$ cat src/rtl/j1_dbus_wb_bridge_if.sv
// Wishbone classic master bus bundle for the J1 dbus bridge.
// master: bridge side (drives cyc/stb/we/adr/dat/sel); slave: bus side.
interface j1_dbus_wb_bridge_if;
    logic        wb_cyc_o;
    logic        wb_stb_o;
    logic        wb_we_o;
    logic [15:0] wb_adr_o;
    logic [15:0] wb_dat_o;
    logic [1:0]  wb_sel_o;
    logic [15:0] wb_dat_i;
    logic        wb_ack_i;
    logic        wb_err_i;

    modport master (
        output wb_cyc_o, wb_stb_o, wb_we_o,
        output wb_adr_o, wb_dat_o, wb_sel_o,
        input  wb_dat_i, wb_ack_i, wb_err_i
    );

    modport slave (
        input  wb_cyc_o, wb_stb_o, wb_we_o,
        input  wb_adr_o, wb_dat_o, wb_sel_o,
        output wb_dat_i, wb_ack_i, wb_err_i
    );
endinterface

$ cat src/rtl/j1_dbus_wb_bridge.sv
// J1 dbus to Wishbone classic bridge: one cycle in flight, stall, sticky err.
// Ports: clk, reset_n (async low), dbus_* core side, stall, err/err_clr,
// wb (master modport). Optional macro J1_WB_POSTED_WRITE_EN enables
// posted writes and back-to-back acceptance from the POST state.
module j1_dbus_wb_bridge #(
    parameter int unsigned TIMEOUT   = 255,
    parameter logic [15:0] ERR_RDATA = 16'hFFFF
) (
    input  logic        clk,
    input  logic        reset_n,
    input  logic [15:0] dbus_adr,
    input  logic        dbus_re,
    input  logic        dbus_we,
    input  logic [15:0] dbus_wdat,
    output logic [15:0] dbus_rdat,
    output logic        stall,
    output logic        err,
    input  logic        err_clr,
    j1_dbus_wb_bridge_if.master wb
);
    localparam logic [1:0] S_IDLE  = 2'd0;
    localparam logic [1:0] S_READ  = 2'd1;
    localparam logic [1:0] S_WRITE = 2'd2;
`ifdef J1_WB_POSTED_WRITE_EN
    localparam logic [1:0] S_POST  = 2'd3;
`endif
    localparam logic [15:0] T_LAST = 16'(TIMEOUT - 1);

    logic [1:0]  state;
    logic        cyc;
    logic        stb;
    logic        we;
    logic [15:0] adr;
    logic [15:0] dat;
    logic [15:0] tcnt;

    logic        req;
    logic        busy;
    logic        t_hit;
    logic        fail;
    logic        done;
    logic        accept;
    logic [1:0]  wr_state;

    assign wb.wb_cyc_o = cyc;
    assign wb.wb_stb_o = stb;
    assign wb.wb_we_o  = we;
    assign wb.wb_adr_o = adr;
    assign wb.wb_dat_o = dat;
    assign wb.wb_sel_o = 2'b11;

    always_comb begin
        req   = dbus_re | dbus_we;
        busy  = (state != S_IDLE);
        // Timeout fires on the last allowed stb cycle with no response.
        t_hit = stb & ~wb.wb_ack_i & ~wb.wb_err_i & (tcnt == T_LAST);
        fail  = busy & (wb.wb_err_i | t_hit);
        done  = busy & (wb.wb_ack_i | wb.wb_err_i | t_hit);
`ifdef J1_WB_POSTED_WRITE_EN
        wr_state = S_POST;
        // A pending request rides the POST termination edge.
        accept = req & ((state == S_IDLE) |
                        ((state == S_POST) & done));
        stall  = (state == S_READ) | (state == S_WRITE) |
                 ((state == S_POST) & req);
`else
        wr_state = S_WRITE;
        accept   = req & (state == S_IDLE);
        stall    = (state == S_READ) | (state == S_WRITE);
`endif
    end

    always_ff @(posedge clk or negedge reset_n) begin
        if (!reset_n) begin
            state     <= S_IDLE;
            cyc       <= 1'b0;
            stb       <= 1'b0;
            we        <= 1'b0;
            adr       <= 16'h0000;
            dat       <= 16'h0000;
            tcnt      <= 16'h0000;
            dbus_rdat <= 16'h0000;
            err       <= 1'b0;
        end else begin
            if (accept) begin
                state <= dbus_we ? wr_state : S_READ;
                cyc   <= 1'b1;
                stb   <= 1'b1;
                we    <= dbus_we;
                adr   <= dbus_adr;
                dat   <= dbus_wdat;
                tcnt  <= 16'h0000;
            end else if (done) begin
                state <= S_IDLE;
                cyc   <= 1'b0;
                stb   <= 1'b0;
            end else if (stb) begin
                tcnt <= tcnt + 16'h0001;
            end

            if (done && (state == S_READ))
                dbus_rdat <= fail ? ERR_RDATA : wb.wb_dat_i;

            // A new error beats a simultaneous clear.
            if (fail)
                err <= 1'b1;
            else if (err_clr)
                err <= 1'b0;
        end
    end
endmodule

$ cat src/flat_wrapper.sv
// flat-port wrapper written by rule: the top's interface ports become plain ports
module j1_dbus_wb_bridge_flat 
#(
    parameter int unsigned TIMEOUT   = 255,
    parameter logic [15:0] ERR_RDATA = 16'hFFFF
)
  (clk, reset_n, dbus_adr, dbus_re, dbus_we, dbus_wdat, dbus_rdat, stall, err, err_clr, wb_wb_cyc_o, wb_wb_stb_o, wb_wb_we_o, wb_wb_adr_o, wb_wb_dat_o, wb_wb_sel_o, wb_wb_dat_i, wb_wb_ack_i, wb_wb_err_i);
  j1_dbus_wb_bridge_if wb_i ();
  input  logic clk;
  input  logic reset_n;
  input  logic [15:0] dbus_adr;
  input  logic dbus_re;
  input  logic dbus_we;
  input  logic [15:0] dbus_wdat;
  output logic [15:0] dbus_rdat;
  output logic stall;
  output logic err;
  input  logic err_clr;
  output wire logic [$bits(wb_i.wb_cyc_o)-1:0] wb_wb_cyc_o;
  output wire logic [$bits(wb_i.wb_stb_o)-1:0] wb_wb_stb_o;
  output wire logic [$bits(wb_i.wb_we_o)-1:0] wb_wb_we_o;
  output wire logic [$bits(wb_i.wb_adr_o)-1:0] wb_wb_adr_o;
  output wire logic [$bits(wb_i.wb_dat_o)-1:0] wb_wb_dat_o;
  output wire logic [$bits(wb_i.wb_sel_o)-1:0] wb_wb_sel_o;
  input wire logic [$bits(wb_i.wb_dat_i)-1:0] wb_wb_dat_i;
  input wire logic [$bits(wb_i.wb_ack_i)-1:0] wb_wb_ack_i;
  input wire logic [$bits(wb_i.wb_err_i)-1:0] wb_wb_err_i;
  assign wb_wb_cyc_o = wb_i.wb_cyc_o;
  assign wb_wb_stb_o = wb_i.wb_stb_o;
  assign wb_wb_we_o = wb_i.wb_we_o;
  assign wb_wb_adr_o = wb_i.wb_adr_o;
  assign wb_wb_dat_o = wb_i.wb_dat_o;
  assign wb_wb_sel_o = wb_i.wb_sel_o;
  assign wb_i.wb_dat_i = wb_wb_dat_i;
  assign wb_i.wb_ack_i = wb_wb_ack_i;
  assign wb_i.wb_err_i = wb_wb_err_i;
  j1_dbus_wb_bridge #(.TIMEOUT(TIMEOUT), .ERR_RDATA(ERR_RDATA)) u_core (.clk(clk), .reset_n(reset_n), .dbus_adr(dbus_adr), .dbus_re(dbus_re), .dbus_we(dbus_we), .dbus_wdat(dbus_wdat), .dbus_rdat(dbus_rdat), .stall(stall), .err(err), .err_clr(err_clr), .wb(wb_i));
endmodule
$ cat config.mk
export PLATFORM = sky130hd
export DESIGN_NAME = j1_dbus_wb_bridge_flat
export DESIGN_NICKNAME = d
export VERILOG_FILES = /design/src/rtl/j1_dbus_wb_bridge_if.sv /design/src/rtl/j1_dbus_wb_bridge.sv /design/src/flat_wrapper.sv
export SDC_FILE = /design/constraint.sdc
export NUM_CORES = 1
export LEC_CHECK = 0
export CORE_ASPECT_RATIO = 1.4
export CORE_UTILIZATION = 49
export CTS_BUF_LIST = sky130_fd_sc_hd__clkbuf_8
export DETAILED_ROUTE_END_ITERATION = 7
export GPL_ROUTABILITY_DRIVEN = 0
export PLACE_DENSITY = 0.95
export SYNTH_ARGS = -nofsm -noshare
export SYNTH_HDL_FRONTEND = slang
export SYNTH_SLANG_ARGS = --single-unit
$ cat constraint.sdc
create_clock -name clk -period 6.2 [get_ports clk]
set_clock_uncertainty 0.15 [all_clocks]
set_input_delay 1.55 -clock clk [delete_from_list [all_inputs] [get_ports clk]]
set_output_delay 1.55 -clock clk [all_outputs]
set_load 0.05 [all_outputs]
# [Word-level counts from Yosys, hierarchy flattened]
# Cells that the tools add are included.
# W data, S select, Z words.
[classes] reduce_logical=7 muxes=11 addsub=1 n_eq_ne=4 bitwise=13
[ops] cell="$mux W16" n=4
[ops] cell="$add A16 B1 Y16 const B" n=1
[ops] cell="$eq A16 B8 Y1 const B" n=1
[ops] cell="$reduce_bool A2 Y1" n=4
[ops] cell="$and A1 B1 Y1" n=6
[ops] cell="$mux W2" n=3
[ops] cell="$or A1 B1 Y1" n=5
[ops] cell="$mux W1" n=4
[ops] cell="$eq A2 B1 Y1 const B" n=1
[ops] cell="$eq A2 B2 Y1 const B" n=1
[ops] cell="$logic_not A2 Y1" n=1
[ops] cell="$ne A2 B2 Y1 const B" n=1
[ops] cell="$not A1 Y1" n=2
[ops] cell="$reduce_and A2 Y1" n=1
[ops] cell="$logic_and A1 B1 Y1" n=1
[word_totals] elab_cells=44 output_inout_bits=55 register_bits=69

# [Longest topological paths before layout]
[depth] ltp_word=8 depth_mapped=9 ltp_nobuf=7

# [Worst setup path after synthesis]
# No wires, ideal clock.
[synth_timing] kind="input to register" start="input port wb_wb_ack_i" end="register u_core.dbus_rdat[10]" arrival_ps=3082 required_time_ps=5984 path_stages=6 slack_ps=2902 n_path_buf=1 setup_ps=66 path_cell_list="or2_2 > nor4_2 > a21oi_1 > nor3b_2 > buf_2 > o22a_1"
[synth_via] elab_chain_len=7 elab_cells_between_ends=11 cone_classes="1 x mux; 9 x bitwise; 1 x reduce/logical"
[synth_lines] element="from (decl)" line_no="flat_wrapper.sv:26" text="input wire logic [$bits(wb_i.wb_ack_i)-1:0] wb_wb_ack_i;"
[synth_lines] element="$not A1 Y1" line_no="j1_dbus_wb_bridge.sv:56" text="t_hit = stb & ~wb.wb_ack_i & ~wb.wb_err_i & (tcnt == T_LAST);"
[synth_lines] element="$and A1 B1 Y1 (3 in series)" line_no="j1_dbus_wb_bridge.sv:56"
[synth_lines] element="$or A1 B1 Y1 (on tied branches)" line_no="j1_dbus_wb_bridge.sv:57, j1_dbus_wb_bridge.sv:58"
[synth_lines] element="$and A1 B1 Y1 (on tied branches)" line_no="j1_dbus_wb_bridge.sv:57, j1_dbus_wb_bridge.sv:58"
[synth_lines] element="$mux W16 or $logic_and A1 B1 Y1 (tied branches)" line_no="j1_dbus_wb_bridge.sv:102, j1_dbus_wb_bridge.sv:101"
[synth_lines] element="to (signal assigned)" line_no="j1_dbus_wb_bridge.sv:102" text="dbus_rdat <= fail ? ERR_RDATA : wb.wb_dat_i;"
[synth_lines] element="to (decl)" line_no="j1_dbus_wb_bridge.sv:15" text="output logic [15:0] dbus_rdat,"
# Parallel ways exist; a longest one is shown, timed or not.
# A chain may end at the register's enable or synchronous reset.

# [Worst setup path in the final report]
[layout_timing] start="input port wb_wb_ack_i" end="register u_core.dbus_rdat[1]"
# Same word-level chain as after synthesis.

==> impl_metrics.toml <==
[cells_and_area]
layout-drive-gt1-share = 0.07452
areaGrowthSynthToFinish_pct = 45.00
multi_input_area_um2 = 1120
nets = 470
seq_area_um2 = 1727
layout_commonest_cell = "nand2_1"
insertedDiodeCount = 0
final_cell_mix = "nand2_1 (111), clkdlybuf4s50_1 (106), dfrtp_1 (69)"
n_fill_cell = 411

[timing]
finalSetupViolCount = 0
worst_pin_slew_ns = 0.9580
finalHoldViolCount = 0
tns_ns = 0
fin_crit_sh = 0.6299
fmax_mhz = 256.0
fin_crit_ns = 3.906
grt_setup_unrepaired = "no"
maxSlewViolCount = 0
slew_headroom = 0.3585

[yosys]
ys_seq_area_frac = 0.5843
synthMuxAreaShare = 0.003387
synthCells = 306
synth_top_family_by_area = "simple AND/OR/NAND/NOR gates"
synthSimpleGateAreaFrac = 0.2320
syn_area_um2 = 2955
synth.avg_cell_area_um2 = 9.658
synth_compound_area_frac = 0.1109
synth_xor_area_frac = 0.01185
synth-adder-area-share = 0.01693
synthDistinctLibCells = 36
synth_seq_cells = 69
yosys_warnings = 0

[hold_path]
min_path_type = "reg -> reg"

[clock_network]
cts_hold_buf = 0
cts_resized = 0
clkTransAtPathRegs_ns = 0.07
cts.htree.levels = 3
clock-sinks = 69
numCtsBuffers = 9
cts_root_buf = "clkbuf_8"
postCtsSetupBuffers = 0
cts_tree = "done"
clk_latency_ns = 0.34
cts_buffer_depth = 2

[worst_setup_path]
crit_chain = "clkdlybuf4s50_1 > or2_2 > nor4_2 > a21oi_1 > nor3b_2 > o22a_1"
rr_endpoint = "u_core.tcnt[7]"
rr_startpoint = "u_core.state[1]"
critPathMaxFanout = 16
cp-end-kind = "flip-flop"
startpoint = "wb_wb_ack_i"
worstSetupEndpoint = "u_core.dbus_rdat[1]"
reg2reg_slack_ns = 3.41
crit_path_max_incr_delay_ns = 0.80
critPathKind = "in -> reg"
critPathLaunchType = "primary input"
arrival_ns = 4.03
reg2reg_depth = 6
crit_slowest_cell = "nor3b_2"
required_ns = 6.32

[run]
maxCapViolCount = 0

[placed_design]
portBuffers = 107
dp_hpwl_um = 5100

[grt]
overflow = 0
antenna_found_initial = 0
grt_usage = 0.2500
grt_pass1_vias = 2529
grt_pass1_wl_um = 11590
grt_max_degree = 70

[power]
ir_drop_uv = 399.9
cellLeakagePower_nw = 1.892
power_w = 0.002424
powerDensity_nw_per_um2 = 565.7

[detailed_routing]
drc = 0
postRouteAntennaNets = 0
vias = 2614
avgRoutedWirePerCell_um = 15.00
viasPerCell = 5.379
dr.pass1.iters = 5
first_iter_violations = 129
wl_um = 7290

[die]
die_x_um = 67.64
io_pins = 110
core_area_um2 = 5822
start_util = 0.5076
die_area_um2 = 6350
rows = 33
die_y_um = 93.89

[run_status]
run_status = "completed"
## worst max-delay path: cells and delay by family
kind,cells,cell delay [ns]
AO/OA/AOI/OAI,2,0.47
AND/OR/NAND/NOR,3,1.57
buffers and inverters,1,0.44
## worst min-delay path by stage
stage | endpoint | cells past startpoint | startpoint
floorplan | u_core.tcnt[15] | 2 | u_core.tcnt[15]
detailed placement | u_core.wb.wb_we_o | 2 | u_core.wb.wb_we_o
global placement | u_core.wb.wb_adr_o[11] | 2 | u_core.wb.wb_adr_o[11]
finish | u_core.wb.wb_we_o | 2 | u_core.wb.wb_we_o
CTS | u_core.wb.wb_we_o | 2 | u_core.wb.wb_we_o
global route | u_core.dbus_rdat[15] | 1 | u_core.dbus_rdat[15]
## cells in the mapped netlist
cell type	n	area share
nand2_1	111	0.14
dfrtp_1	69	0.58
o22a_1	16	0.047
a21oi_1	13	0.022
inv_1	10	0.013
nor2_1	9	0.011
clkbuf_1	8	0.010
o21ai_0	7	0.012
or4_1	7	0.018
o31ai_1	6	0.015
ha_1	4	0.017
nand3_1	4	0.0068
or3_1	4	0.0085
xnor2_1	4	0.012
buf_1	3	0.0038
buf_2	3	0.0051
buf_4	3	0.0076
nand4_1	2	0.0042
nor3_1	2	0.0034
nor4_1	2	0.0042
or2_2	2	0.0042
or3_2	2	0.0051
or4_2	2	0.0059
a21o_1	1	0.0025
a31o_2	1	0.0030
conb_1	1	0.0013
mux2i_1	1	0.0034
nand3_2	1	0.0034
nand4bb_1	1	0.0038
nor3b_2	1	0.0042
nor4_2	1	0.0042
o211ai_1	1	0.0025
o21a_1	1	0.0025
o21ai_1	1	0.0017
o22ai_1	1	0.0021
or4_4	1	0.0038
## per-stage QoR
step | hold slack, ns | std cells | cell area, um2 | util | setup slack (ns)
global placement | 0.3062 | 470 | 4060 | 0.6974 | 2.121
floorplan | 0.3620 | 307 | 2959 | - | 2.902
global route | 0.3555 | 486 | 4285 | 0.7361 | 2.056
CTS | 0.3202 | 486 | 4285 | 0.7361 | 2.338
finish | 0.3185 | 486 | 4285 | 0.7361 | 2.294
detailed placement | 0.3044 | 470 | 4060 | 0.6974 | 1.974
## sequential cells by signal, summed over array words and instances, names as in the netlist
name,cells
u_core.dbus_rdat,16
u_core.tcnt,16
u_core.wb.wb_adr_o,16
u_core.wb.wb_dat_o,16
u_core.state,2
u_core.err,1
u_core.wb.wb_cyc_o,1
u_core.wb.wb_we_o,1
## cell type report
cell class / instances / share of cell area
well taps: 70 / 0.02044
clock inverters: 5 / 0.01723
clock buffers: 11 / 0.03533
repair buffers: 110 / 0.2540
inverters: 10 / 0.008759
multi-input cells: 211 / 0.2613
flip-flops and latches: 69 / 0.4029
## per-layer routing
layer / GRT usage / vias up / part of all wire
met1: 0.2840 / 1263 / 0.38
met4: 0.1330 / 0 / 0.028
met5: 0 / - / 0
met3: 0.05340 / 20 / 0.057
li1: - / 1232 / -
met2: 0.4249 / 99 / 0.54
## kinds of logic (layout without fill, tap and decap cells)
| logic type | after synthesis | after routing |
|---|---|---|
| DFF | 69 | 69 |
| and+or+nand+nor | 152 | 152 |
| muxes | 1 | 1 |
| xor gates and xnor gates | 4 | 4 |
| other | 1 | 2 |
| AOI/OAI and AO/OA | 48 | 48 |
| adders and majority gates | 4 | 4 |
| buffers and inverters | 27 | 136 |
## where the power goes
group	total [W]	switching, W	internal (W)
Combinational	0.00131	0.000894	0.000412
Sequential	0.000711	0.0000970	0.000614
Clock	0.000408	0.000162	0.000246
Total	0.00242	0.00115	0.00127
Power figures use the tool's default switching activity.
